==> config.mk <==
export PLATFORM = sky130hd
export DESIGN_NAME = automat
export DESIGN_NICKNAME = d
export VERILOG_FILES = /design/src/rtl/automat.sv
export SDC_FILE = /design/constraint.sdc
export NUM_CORES = 1
export LEC_CHECK = 0
export CORE_AREA = 8 8 45 47
export CTS_BUF_LIST = sky130_fd_sc_hd__clkbuf_4
export DETAILED_ROUTE_END_ITERATION = 7
export DIE_AREA = 0 0 53 55
export HOLD_SLACK_MARGIN = 0.06
export PLACE_DENSITY = 0.67
export SLEW_MARGIN = 5
export SYNTH_ARGS = -nofsm -noshare
export SYNTH_HDL_FRONTEND = slang
export SYNTH_SLANG_ARGS = --single-unit
==> constraint.sdc <==
create_clock -name clk -period 1.8 [get_ports clk]
set_clock_uncertainty 0.1 [all_clocks]
set_input_delay 0.27 -clock clk [delete_from_list [all_inputs] [get_ports clk]]
set_output_delay 0.27 -clock clk [all_outputs]
set_load 0.005 [all_outputs]
==> src/rtl/automat.sv <==
// automat: Moore pattern detector for the serial sequence 1-0-1.
//
// Ports:
//   clk       - clock, all logic on the rising edge
//   rst_n     - synchronous active-low reset
//   data      - serial input bit, one per clock (X/Z resolves to 0)
//   state_out - current state encoding (registered)
//   out       - high for one cycle while in GOT101 (registered)
//   hit_cnt   - saturating count of detections since reset (registered)
//
// Build option: define AUTOMAT_OVERLAP_EN for overlapping detection
// (GOT101 on 0 -> GOT10); undefined gives non-overlapping (GOT101 on 0 -> IDLE).
module automat #(
    parameter int unsigned CNT_W = 8
) (
    input  logic             clk,
    input  logic             rst_n,
    input  logic             data,
    output logic [1:0]       state_out,
    output logic             out,
    output logic [CNT_W-1:0] hit_cnt
);

    typedef enum logic [1:0] {
        IDLE   = 2'b00,
        GOT1   = 2'b01,
        GOT10  = 2'b10,
        GOT101 = 2'b11
    } state_e;

    localparam logic [CNT_W-1:0] CNT_MAX = {CNT_W{1'b1}};

    state_e           state_q, state_d;
    logic             out_q;
    logic [CNT_W-1:0] hit_cnt_q, hit_cnt_d;

    // Next-state decode; an unknown data bit falls through the else branch as 0
    always_comb begin
        state_d   = state_q;
        hit_cnt_d = hit_cnt_q;
        case (state_q)
            IDLE: begin
                if (data == 1'b1) state_d = GOT1;
                else              state_d = IDLE;
            end
            GOT1: begin
                if (data == 1'b1) state_d = GOT1;
                else              state_d = GOT10;
            end
            GOT10: begin
                if (data == 1'b1) state_d = GOT101;
                else              state_d = IDLE;
            end
            GOT101: begin
                if (data == 1'b1) state_d = GOT1;
`ifdef AUTOMAT_OVERLAP_EN
                else              state_d = GOT10;
`else
                else              state_d = IDLE;
`endif
            end
            default: state_d = IDLE;
        endcase
        // Count on entry to GOT101, holding at all-ones
        if (state_d == GOT101 && hit_cnt_q != CNT_MAX) begin
            hit_cnt_d = hit_cnt_q + CNT_W'(1);
        end
    end

    // State, flag and counter registers
    always_ff @(posedge clk) begin
        if (!rst_n) begin
            state_q   <= IDLE;
            out_q     <= 1'b0;
            hit_cnt_q <= '0;
        end else begin
            state_q   <= state_d;
            out_q     <= (state_d == GOT101);
            hit_cnt_q <= hit_cnt_d;
        end
    end

    assign state_out = state_q;
    assign out       = out_q;
    assign hit_cnt   = hit_cnt_q;

endmodule

==> impl_metrics.csv <==
group,metric,value,unit
cts,cts_buffer_depth,2,
floorplan,num_rows,14,
detailed_routing,drt_iter0_drc,9,
timing,finalHoldViolCount,0,
place,place_ws,-0.0153,ns
floorplan,ios,14,
floorplan,start_util,37.8,%
detailed_routing,avgRoutedWirePerCell,13.0,um
cts,cts_resized,0,
worst_setup_path,crit_type,"reg -> out",
worst_setup_path,cpMaxStageDelayCell,"clkdlybuf4s50_1",
cts,clkTransAtPathRegs,0.07,ns
synthesis,synthesis.nets,63,
timing,slew_viol_final,0,
grt,grt_max_degree,9,
timing,setup_viol,0,
place,numPortBuffers,13,
pwr,p_total,0.000477,W
cts,cts_made_buffers,3,
cts,postCtsHoldBufs,0,
cts,post_cts_buffers,0,
timing,timing.slew.headroom,71.1,%
cts,cts_root_buffer,"clkbuf_4",
worst_hold_path,min_from,"hit_cnt[6]",
synthesis,seq_area_frac_synth,42.1,%
detailed_routing,vias_per_cell,5.38,
synthesis,netlist_area,523,um^2
detailed_routing,dr.pass1.iters,4,
worst_setup_path,crit_chain,"clkdlybuf4s50_1",
place,place.gp.congestion,0.789,
worst_hold_path,min_path_cells,1,
timing,fin_crit_sh,92.9,%
timing,fmax,0.598,GHz
worst_setup_path,startpoint_type,"flop",
floorplan,die_h,55,um
grt,grt_pass1_wl,2.20,mm
run_status,outcome,"complete, no violations",
floorplan,core,1380,um^2
worst_setup_path,endpoint_kind,"output port",
timing,fin_ws,0.128,ns
cts,ctsHtreeMaxLevel,1,
timing,finalSetupTns,0,ns
cts,cts_tree,"done",
cts,insertion_delay,0.28,ns
timing,rsz0062_at_grt,"false",
finish,postLayoutCoreUtil,55.2,%
worst_setup_path,rr_endpoint,"hit_cnt[5]",
finish,drive_above_1_share,17.1,%
floorplan,die_area,2920,um^2
worst_setup_path,r2r_setup_slack,0.13,ns
timing,tightest_slew,0.429,ns
grt,grt_overflow,0,
synthesis,syn_avg_cell_area,9.18,um^2
job,cap_violations,0,
grt,antenna_found_initial,0,
worst_setup_path,slowest_delay,0.56,ns
finish,n_antenna_cell,0,
worst_setup_path,reg2reg_depth,6,
detailed_routing,drt-total-wl,1.28,mm
detailed_routing,drc_errors,0,
timing,fin_crit,1.67,ns
worst_setup_path,path_max_fanout,6,
worst_setup_path,cp_data_required_time,1.43,ns
worst_setup_path,crit_family,"buffers and inverters",
worst_setup_path,cp.buffers_inverters,1,
pwr,power_leakage,0.292,nW
synthesis,post_synth_num_cell_types,26,
cts,cts_sinks,11,
finish,nets,89,
worst_setup_path,crit_start,"hit_cnt[2]",
finish,areaGrowthSynthToFinish,45.9,%
pwr,ir_worst_vdd,345,uV
synthesis,syn_inst,57,
detailed_routing,antenna_left,0,
grt,grt_pass1_vias,535,
place,dp_hpwl,976,um
synthesis,yosysWarnings,0,
worst_hold_path,hold_path_end,"hit_cnt[6]",
pwr,powerDensity,626,nW/um^2
grt,gr-usage-all-layers,10.4,%
floorplan,die_x,53,um
timing,hold_ws,0.437,ns
detailed_routing,vias,527,
worst_hold_path,hold_class,"reg -> reg",
synthesis,ys_seq_elements,11,
worst_setup_path,crit_arrival,1.30,ns
worst_setup_path,r2r-start,"state_out[0]",
[how the worst max path moves through the flow]
stage                 end  cells after the start
2_1_floorplan  hit_cnt[5]                      6
3_3_place_gp   hit_cnt[5]                      5
3_5_place_dp   hit_cnt[5]                      5
4_1_cts        hit_cnt[3]                      7
5_1_grt        hit_cnt[5]                      6
6_report       hit_cnt[2]                      1
[final cells by class]
class	instances	area [um^2]
timing repair buffer	21	190
tap	16	20.0
fill	140	621
clock buffer	4	30.0
multi-input combinational	42	288
inverter	4	15.0
sequential	11	220
[synth_stat cells]
library cell  number  area, um^2
a211oi_1           2        15.0
a21boi_0           1        7.51
a21oi_1            5        25.0
and2_4             1        8.76
and3_1             1        6.26
and4_1             1        8.76
dfxtp_1           11         220
ha_1               3        37.5
inv_1              4        15.0
nand2_1            2        7.51
nand2b_1           1        6.26
nand3_1            3        15.0
nand4_1            2        12.5
nand4_4            1        21.3
nor2_1             5        18.8
nor3_1             2        10.0
o211ai_1           1        7.51
o21ai_0            3        15.0
o311a_1            1        10.0
o31ai_1            1        7.51
o41ai_1            1        8.76
or2b_1             1        7.51
or3_1              1        6.26
or4_1              1        7.51
xnor2_1            1        8.76
xor2_1             1        8.76
[layer usage]
| metal | vias to the layer above | GRT usage (%) | share of wire, % | wire (um) |
|---|---|---|---|---|
| met5 | - | 0 | 0 | 0 |
| met3 | 3 | 4.01 | 7.7 | 98 |
| li1 | 262 | - | - | - |
| met1 | 243 | 9.65 | 40 | 511 |
| met4 | 0 | 6.47 | 2.1 | 27 |
| met2 | 19 | 18.9 | 50 | 637 |
[through the flow]
| stage | std cells | area (um^2) |
|---|---|---|
| 2_1_floorplan | 57 | 523 |
| 3_3_place_gp | 94 | 733 |
| 3_5_place_dp | 94 | 733 |
| 4_1_cts | 98 | 763 |
| 5_1_grt | 98 | 763 |
| 6_report | 98 | 763 |
[flip-flops by register name, indices dropped and copies added (netlist names)]
register / flops
state_out: 2
hit_cnt: 8
out: 1
[cell families (layout without fill, tap and decap cells)]
| group | Yosys count | count (layout) | share of synthesized area [%] |
|---|---|---|---|
| xor gates and xnor gates | 2 | 2 | 3.35 |
| buffers and inverters | 4 | 29 | 2.87 |
| adders and majority gates | 3 | 3 | 7.18 |
| AOI/OAI and AO/OA | 15 | 15 | 18.4 |
| and+or+nand+nor | 22 | 22 | 26.1 |
| DFF | 11 | 11 | 42.1 |
[where the power goes]
group | switching [W] | internal [W] | leakage [nW]
logic | 0.0000150 | 0.0000199 | 0.185
clock network | 0.0000932 | 0.000101 | 0.0184
registers | 0.00000193 | 0.000246 | 0.0889
[cells in the final DEF, fill, tap and decap left out, drive strengths merged]
cell type / n
or2b: 1
nor3: 2
o41ai: 1
nand2b: 1
clkbuf: 4
and4: 1
dfxtp: 11
clkdlybuf4s50: 13
and3: 1
o211ai: 1
ha: 3
inv: 4
a211oi: 2
o21ai: 3
a21boi: 1
o311a: 1
or4: 1
buf: 8
nand2: 2
nand4: 3
nand3: 3
o31ai: 1
nor2: 5
xnor2: 1
xor2: 1
and2: 1
or3: 1
a21oi: 5
Note: power is estimated with default switching activity, not from simulation.
